$ cat src/rtl/pmp_csr_regs_pkg.sv
// Shared definitions for the PMP CSR register file: CSR address map,
// cfg byte layout and A-field encodings.
package pmp_csr_regs_pkg;

    localparam logic [11:0] PMPCFG_BASE  = 12'h3A0;
    localparam logic [11:0] PMPADDR_BASE = 12'h3B0;
    localparam logic [11:0] PMPADDR_LAST = 12'h3EF;

    // Bit positions inside one cfg byte {L,2'b0,A[1:0],X,W,R}
    localparam int CFG_R_BIT = 0;
    localparam int CFG_W_BIT = 1;
    localparam int CFG_X_BIT = 2;
    localparam int CFG_A_LO  = 3;
    localparam int CFG_A_HI  = 4;
    localparam int CFG_L_BIT = 7;

    // Bits 6:5 are reserved and always stored as zero
    localparam logic [7:0] CFG_WARL_MASK = 8'h9F;

    typedef enum logic [1:0] {
        A_OFF   = 2'd0,
        A_TOR   = 2'd1,
        A_NA4   = 2'd2,
        A_NAPOT = 2'd3
    } pmp_a_e;

    typedef struct packed {
        logic       l;
        logic [1:0] rsvd;
        pmp_a_e     a;
        logic       x;
        logic       w;
        logic       r;
    } pmp_cfg_t;

    // W=1 with R=0 is a reserved permission combination
    function automatic logic cfg_is_reserved(input logic [7:0] cfg);
        return cfg[CFG_W_BIT] & ~cfg[CFG_R_BIT];
    endfunction

endpackage

$ cat src/rtl/pmp_csr_regs_cfg_byte_wr.sv
// One pmpcfg byte: WARL filtering and lock handling for a CSR write.
module pmp_cfg_byte_wr
    import pmp_csr_regs_pkg::*;
(
    input  pmp_cfg_t   old_i,
    input  logic [7:0] new_i,
    input  logic       wr_en_i,
    output pmp_cfg_t   next_o
);

    logic [7:0] cand_s;

    // Merge candidate byte into the stored byte unless locked or reserved.
    always_comb begin
        cand_s = new_i & CFG_WARL_MASK;
        next_o = old_i;
        if (wr_en_i && !old_i.l) begin
            if (cfg_is_reserved(cand_s)) begin
                next_o = old_i;
            end else begin
                next_o = pmp_cfg_t'(cand_s);
            end
        end else begin
            next_o = old_i;
        end
    end

endmodule

$ cat src/rtl/pmp_csr_regs.sv
// PMP register file: pmpcfg/pmpaddr storage with WARL and lock rules,
// combinational CSR readback and a one-cycle change strobe.
module pmp_csr_regs
    import pmp_csr_regs_pkg::*;
#(
    parameter int PMP_ENTRIES = 16,
    parameter int XLEN        = 64,
    parameter int PA_BITS     = 56
) (
    input  logic                                                   clk,
    input  logic                                                   reset,
    input  logic                                                   CSRWriteM,
    input  logic [11:0]                                            CSRAdrM,
    input  logic [XLEN-1:0]                                        CSRWriteValM,
    output logic [XLEN-1:0]                                        CSRReadValM,
    output logic                                                   PMPCSRHitM,
    output logic [8*((PMP_ENTRIES > 0) ? PMP_ENTRIES : 1)-1:0]    PMPCFG_ARRAY_REGW,
    output logic [XLEN*((PMP_ENTRIES > 0) ? PMP_ENTRIES : 1)-1:0] PMPADDR_ARRAY_REGW,
    output logic                                                   PMPChangeM
);

    // Storage is kept at least one entry deep so a zero-entry build still
    // elaborates; the extra entry is tied to zero and never written.
    localparam int NE    = (PMP_ENTRIES > 0) ? PMP_ENTRIES : 1;
    localparam int AW    = PA_BITS - 2;
    localparam int BYTES = XLEN / 8;
    // Register-index stride: RV64 only uses even pmpcfg numbers
    localparam int CFG_STRIDE = XLEN / 32;

    pmp_cfg_t [NE-1:0]          cfg_q;
    pmp_cfg_t [NE-1:0]          cfg_d;
    logic     [NE-1:0][AW-1:0]  addr_q;
    logic     [NE-1:0][AW-1:0]  addr_d;
    logic                       change_q;
    logic                       change_d;

    logic        cfg_sel_s;
    logic        cfg_legal_s;
    logic        addr_sel_s;
    logic [3:0]  cfg_idx_s;
    logic [5:0]  addr_idx_s;

    assign cfg_sel_s   = (CSRAdrM[11:4] == PMPCFG_BASE[11:4]);
    assign cfg_idx_s   = CSRAdrM[3:0];
    assign cfg_legal_s = cfg_sel_s && ((XLEN == 32) || !cfg_idx_s[0]);
    assign addr_sel_s  = (CSRAdrM >= PMPADDR_BASE) && (CSRAdrM <= PMPADDR_LAST);
    // Low six address bits of 0x3B0..0x3EF minus 0x30 wrap to 0..63
    assign addr_idx_s  = CSRAdrM[5:0] - 6'h30;
    assign PMPCSRHitM  = cfg_legal_s || addr_sel_s;

    for (genvar i = 0; i < NE; i++) begin : g_ent
        localparam int CFG_REG  = (i / BYTES) * CFG_STRIDE;
        localparam int CFG_BYTE = i % BYTES;

        if (i < PMP_ENTRIES) begin : g_impl
            logic cfg_wr_s;
            logic addr_lock_s;
            logic addr_wr_s;

            assign cfg_wr_s = CSRWriteM && cfg_legal_s && (cfg_idx_s == 4'(CFG_REG));

            pmp_cfg_byte_wr u_cfg_byte (
                .old_i   (cfg_q[i]),
                .new_i   (CSRWriteValM[8*CFG_BYTE +: 8]),
                .wr_en_i (cfg_wr_s),
                .next_o  (cfg_d[i])
            );

            // An address is frozen by its own lock, or by the next entry
            // being a locked TOR region that uses it as its lower bound.
            if (i + 1 < PMP_ENTRIES) begin : g_tor
                assign addr_lock_s = cfg_q[i].l ||
                                     (cfg_q[i+1].l && (cfg_q[i+1].a == A_TOR));
            end else begin : g_last
                assign addr_lock_s = cfg_q[i].l;
            end

            assign addr_wr_s = CSRWriteM && addr_sel_s &&
                               (addr_idx_s == 6'(i)) && !addr_lock_s;
            assign addr_d[i] = addr_wr_s ? CSRWriteValM[AW-1:0] : addr_q[i];
        end else begin : g_unimpl
            assign cfg_d[i]  = pmp_cfg_t'(8'h00);
            assign addr_d[i] = {AW{1'b0}};
        end

        assign PMPCFG_ARRAY_REGW[8*i +: 8]     = cfg_q[i];
        assign PMPADDR_ARRAY_REGW[XLEN*i +: XLEN] = XLEN'(addr_q[i]);
    end

    // Any stored bit differing from its next value means the checker view moves.
    always_comb begin
        change_d = (cfg_d != cfg_q) || (addr_d != addr_q);
    end

    // Architectural state and change strobe; reset clears everything including L.
    always_ff @(posedge clk or posedge reset) begin
        if (reset) begin
            cfg_q    <= '0;
            addr_q   <= '0;
            change_q <= 1'b0;
        end else begin
            cfg_q    <= cfg_d;
            addr_q   <= addr_d;
            change_q <= change_d;
        end
    end

    assign PMPChangeM = change_q;

    // Readback of the stored (not in-flight) value; unimplemented parts read 0.
    always_comb begin
        CSRReadValM = {XLEN{1'b0}};
        if (cfg_legal_s) begin
            for (int e = 0; e < PMP_ENTRIES; e++) begin
                if (cfg_idx_s == 4'((e / BYTES) * CFG_STRIDE)) begin
                    CSRReadValM[8*(e % BYTES) +: 8] = cfg_q[e];
                end else begin
                    CSRReadValM = CSRReadValM;
                end
            end
        end else if (addr_sel_s) begin
            for (int e = 0; e < PMP_ENTRIES; e++) begin
                if (addr_idx_s == 6'(e)) begin
                    CSRReadValM = XLEN'(addr_q[e]);
                end else begin
                    CSRReadValM = CSRReadValM;
                end
            end
        end else begin
            CSRReadValM = {XLEN{1'b0}};
        end
    end

endmodule

$ cat config.mk
export PLATFORM = sky130hd
export DESIGN_NAME = pmp_csr_regs
export DESIGN_NICKNAME = d
export VERILOG_FILES = /design/src/rtl/pmp_csr_regs_pkg.sv /design/src/rtl/pmp_csr_regs_cfg_byte_wr.sv /design/src/rtl/pmp_csr_regs.sv
export SDC_FILE = /design/constraint.sdc
export NUM_CORES = 2
export LEC_CHECK = 0
export CAP_MARGIN = 10
export CORE_AREA = 2 2 498 500
export DETAILED_ROUTE_END_ITERATION = 6
export DIE_AREA = 0 0 500 502
export PLACE_DENSITY = 0.55
export SETUP_SLACK_MARGIN = 0.4
export SYNTH_ARGS = -nofsm -noshare
export SYNTH_HDL_FRONTEND = slang
export SYNTH_SLANG_ARGS = --single-unit
$ cat constraint.sdc
create_clock -name clk -period 28.2 [get_ports clk]
set_clock_uncertainty 0.1 [all_clocks]
set_input_delay 2.82 -clock clk [delete_from_list [all_inputs] [get_ports clk]]
set_output_delay 2.82 -clock clk [all_outputs]
set_load 0.02 [all_outputs]
Word level (Yosys, flattened, before mapping)
Cells that the tools add are included.
Storage, ports and cells
  register bits after elaboration: 993
  input bits: 79
  output and inout bits: 1218
  word-level logic and storage cells: 368
Cells by class
  add/sub/neg operators: 1
  magnitude comparators: 2
  equal/unequal tests: 34
  mux-type cells: 82
  bitwise gates (word level): 16
  reductions and logical operators: 120
Operators by type and width (count)
  64-bit 2-to-1 mux: 17
  54-bit 2-to-1 mux: 17
  864-bit != test: 1
  8-bit 2-to-1 mux: 48
  128-bit != test: 1
  1-bit logical AND: 69
  6-bit by 4-bit == test with 1-bit output (second input constant): 8
  1-bit zero test: 32
  2-bit by 1-bit == test with 1-bit output (second input constant): 15
  6-bit by 3-bit == test with 1-bit output (second input constant): 4
  1-bit logical OR: 17
  6-bit by 2-bit == test with 1-bit output (second input constant): 2
  12-bit by 10-bit >= comparator with 1-bit output (second input constant): 1
  12-bit by 10-bit less-or-equal comparator with 1-bit output (second input constant): 1
  1-bit AND: 8
  8-bit by 6-bit == test with 1-bit output (second input constant): 1
  1-bit inverter: 8
  6-bit by 1-bit == test with 1-bit output (second input constant): 1
  6-bit zero test: 1
  6-bit subtractor (second input constant): 1
  4-bit by 2-bit == test with 1-bit output (second input constant): 1
  4-bit zero test: 1

Logic depth before layout (Yosys ltp)
  depth after elaboration: 20
  depth in mapped cells: 13
  gate-level depth less buffers: 9

Cells and area by module
From an unflattened synthesis, not the netlist that was laid out.
Second synthesis, totals
  cells, all modules: 6322
  area total of the unflattened synthesis: 56012.5 µm²
By module, submodules not included
  pmp_csr_regs: times used 1, cells an instance 6066, area an instance 53850.4 µm², seq. area each 24848.8 µm²
  pmp_cfg_byte_wr: times used 16, cells an instance 16, area an instance 135.1 µm², seq. area each 0.0 µm²

Least setup slack after synthesis
No wires, ideal clock.
  path kind: input -> output
  start point: in CSRAdrM[3]
  end point: out CSRReadValM[25]
  arrival: 5.192 ns
  data required time: 25.280 ns
  setup slack: 20.088 ns
  cell stages on the path: 11
  buffers on the path: 3
  path through: buf_4 > nand4b_1 > clkbuf_1 > nor2_1 > clkbuf_1 > nand2_1 > o211ai_1 > a21oi_1 > a211oi_1 > nor2_1 > o32ai_1
Between the ends
  cells in the longest elaborated chain, start to end: 20
  elaborated cells on any way between the ends: 42
  classes of those cells: add/sub (1); order compare (2); eq/ne (16); mux (20); reduce/logical (3)
RTL lines
  from (decl): line pmp_csr_regs.sv:13  | input logic [11:0] CSRAdrM,
  6-bit subtractor: line pmp_csr_regs.sv:48  | assign addr_idx_s = CSRAdrM[5:0] - 6'h30;
  6-bit zero test: line pmp_csr_regs.sv:123  | if (addr_idx_s == 6'(e)) begin
  54-bit 2-to-1 mux: line pmp_csr_regs.sv:123
  64-bit 2-to-1 mux (15 in series): line pmp_csr_regs.sv:123
  64-bit 2-to-1 mux: line pmp_csr_regs.sv:121  | end else if (addr_sel_s) begin
  64-bit 2-to-1 mux (*): line pmp_csr_regs.sv:113  | if (cfg_legal_s) begin
  to (decl): line pmp_csr_regs.sv:15  | output logic [XLEN-1:0] CSRReadValM,
Mark *: on every way between the ends. The rest lies on a longest branch, timed or not.

Final worst setup path
  start point: in CSRAdrM[0]
  end point: out CSRReadValM[42]
Same word-level chain as after synthesis.

==> results by group <==
Setup path
  • RR Startpoint: PMPCFG_ARRAY_REGW[51]
  • CP Launch Type: primary input
  • Crit-path slowest cell: a221oi_1
  • CP Data Required Time: 25.28 ns
  • Worst reg2reg path depth: 12
  • CP Depth: 12
  • Crit path buf inv count: 4
  • Worst setup path endpoint: CSRReadValM[42]
  • Crit-path cells: buf_4 -> buf_4 -> or2_2 -> buf_4 -> nor2_2 -> a221oi_1 -> o221ai_1 -> a211oi_4 -> o21ai_0 -> a222oi_1 -> o22ai_1 -> clkdlybuf4s50_1
  • R2r setup slk: 21.33 ns
  • Crit-path most repeated cell: buf_4
  • CP endpoint kind: output pin
  • Crit path DAT: 10.78 ns
  • CP peak stage delay: 1.21 ns
  • Kind of cell adding the most delay to the critical path: compound AO/OA/AOI/OAI gates
  • Worst setup path category: primary input to output pin
  • Worst Setup SP: CSRAdrM[0]
  • Worst reg2reg endpoint: PMPChangeM
  • Crit path max fanout: 37

Power
  • Worst VDD drop: 0.0456 mV
  • Total power: 3.89 mW
  • Power per cell area: 49.4 nW/µm²
  • Pleak: 31.9 nW

Yosys
  • Cell variety after synth: 88
  • Warnings from Yosys: 0
  • Post-synthesis mux area share: 2.17%
  • Synth top area share: 43.7%
  • Most frequent cell after synthesis: o21ai_0
  • Adder-Cell Fraction of Synth Area: 0%
  • Synth area leaders: dfrtp_1 (44%), o21ai_0 (9.4%), nand2_1 (7.0%)
  • Compound-Gate Fraction of Synth Area: 31.6%
  • Largest family of logic cells by synthesized area: compound AO/OA/AOI/OAI gates
  • Seq/Total Area, Yosys: 43.7%
  • Mapped cell area: 56800 µm²
  • Top_reg_cell synth: dfrtp_1
  • Post-synth EDFFs: 0
  • Largest area contributor in the netlist: dfrtp_1
  • Post-Synthesis Cells: 6698
  • Synth Register Bits: 993
  • Syn avg cell area: 8.48 µm²
  • Synth Area in Simple Gates: 13.3%
  • Async SR Flop Fraction: 100%
  • Synth top cells by count: o21ai_0 (1069), nand2_1 (1064), dfrtp_1 (993)
  • Post-Synth XOR/XNOR Area: 0.354%

Layout
  • Layout Nets: 7923
  • FF/Latch Area: 24800 µm²
  • Non-Filler Instances: 11300
  • Layout cells sized above 1: 12.5%
  • Fillers: 25700
  • Multi-input logic area: 28000 µm²
  • Area growth, synth to finish: 38.3%
  • Cell area after layout: 78600 µm²

Drt
  • Final wirelength: 732000 µm
  • TritonRoute pass-1 iters: 7
  • Detailed-route DRC error count: 73
  • DR WL/cell: 65.0 µm
  • Via count: 78300
  • Post-route ant nets: 0
  • Initial drt markers: 16500
  • Vias per cell: 6.95

Clocking
  • # H-tree levels: 4
  • Worst skew pair latency: 0.88 ns
  • Clock Sinks: 993
  • TritonCTS clock tree: built
  • Root Driver: clkbuf_16
  • # Post-CTS Setup Buffers: 0
  • CTS resizes: 0
  • Clock buffer count from CTS: 132
  • Clock transition at path regs: 0.05 ns
  • CTS Hold Bufs: 0
  • Bufs on Longest Clock Path: 3

Timing
  • RSZ-0062 raised after global routing: no
  • Tmin final: 13.70 ns
  • Max-slew headroom: 2.07%
  • Final-report setup violation count: 0
  • Worst-margin pin slew: 1.47 ns
  • Total Neg Setup Slack: 0 ns
  • Fin crit share: 48.6%
  • Highest clock rate: 73.0 MHz
  • Hold Fails Final Rpt: 0
  • Slew Viols, Final: 0
  • Fin Hold WS: 0.383 ns

Outcome
  • Status: finished, violations left
  • Failing checks: DRC

Global route
  • Remaining global-route overflow: 0
  • First-pass GRT wire length: 887000 µm
  • Vias in the first global route: 67400
  • Largest net degree at the start of global routing: 147
  • Initial antenna violation count: 176
  • GRT Total Usage: 56.1%

Run
  • MaxCap Viol Count: 0

Placement
  • Hpwl dp: 552000 µm
  • Placed insts: 10900
  • Port Buf Inserts: 1133
  • Post-placement cell area: 73500 µm²
  • Gp weighted congestion: 1.12

Hold path
  • Worst hold path type: flip-flop to flip-flop

Floorplan
  • I/O pin count: 1297
  • Die Wd: 500 µm
  • Starting Density: 23.2%
  • Site row count: 182
  • Die height: 502 µm
  • Core area: 245000 µm²
  • Die area: 251000 µm²
how the worst min path moves through the flow:
stage	start	end	slack, ns	depth (start not counted)
finish	PMPADDR_ARRAY_REGW[277]	PMPADDR_ARRAY_REGW[277]	0.38	2
global route	PMPADDR_ARRAY_REGW[277]	PMPADDR_ARRAY_REGW[277]	0.43	2
CTS	PMPADDR_ARRAY_REGW[277]	PMPADDR_ARRAY_REGW[277]	0.39	2
detailed placement	PMPADDR_ARRAY_REGW[277]	PMPADDR_ARRAY_REGW[277]	0.38	2
global placement	PMPADDR_ARRAY_REGW[301]	PMPADDR_ARRAY_REGW[301]	0.37	2
floorplan	PMPADDR_ARRAY_REGW[385]	PMPADDR_ARRAY_REGW[385]	0.51	2
flip-flops by register name, summed over array words and instances (netlist names):
name,cells
g_ent.g_impl.addr_lock_s,1
PMPCFG_ARRAY_REGW,127
PMPChangeM,1
PMPADDR_ARRAY_REGW,864
worst min-delay path, cell delays in order, from the launching register on:
cell and delay, ns:
dfrtp_1 0.34, nand2_1 0.04, o21ai_0 0.06
report_power, final:
part	internal (mW)	switching, mW
Clock	1.09	0.809
Combinational	0.0873	0.449
Sequential	1.43	0.0190
cells by family after synthesis:
logic type | count (synthesis)
AO/OA/AOI/OAI | 2743
XOR/XNOR | 23
buffers and inverters | 1131
flip-flops | 993
multiplexers | 108
other | 1
AND/OR/NAND/NOR | 1699
layout by cell type (no fill, tap or decap), types with 30 or more instances in the layout:
cell,instances
nor3_1,81
a211oi_1,30
dfrtp_1,993
buf_4,540
a31oi_1,55
clkbuf_16,133
nor4_1,79
nor2b_1,49
a22oi_1,372
clkdlybuf4s50_1,1123
mux2i_1,39
o22ai_1,450
conb_1,160
a221oi_1,136
a22o_1,66
nand3_1,46
o21ai_0,1063
nand2_1,1050
o221ai_1,46
inv_2,36
diode_2,101
nand2b_1,37
inv_1,236
a222oi_1,110
nor2_1,150
o32ai_1,43
a21oi_1,103
mux2_2,63
cell type report:
type	count	area share (%)
multi-input cells	4733	35.6
flip-flops and latches	993	31.6
repair buffers	1696	20.0
well taps	3220	5.13
clock buffers	175	4.72
inverters	288	1.39
clock inverters	61	1.21
diodes	101	0.322
routing by layer:
metal / share of wire (%) / track usage, % / wire length, µm / vias up
met5: 0.12 / 2.08 / 899 / -
met4: 11 / 46.2 / 77700 / 78
met3: 14 / 27.2 / 103000 / 2519
met2: 39 / 76.2 / 282000 / 8782
met1: 37 / 66.0 / 269000 / 39900
li1: - / - / - / 27000
stage by stage:
step                setup slack (ns)  util, %
finish                         14.50     32.0
global route                   15.22     32.0
CTS                            15.43     31.9
detailed placement             15.46     30.0
global placement               15.38     30.0
floorplan                      11.60        -
Note: power is estimated with default switching activity, not from simulation.
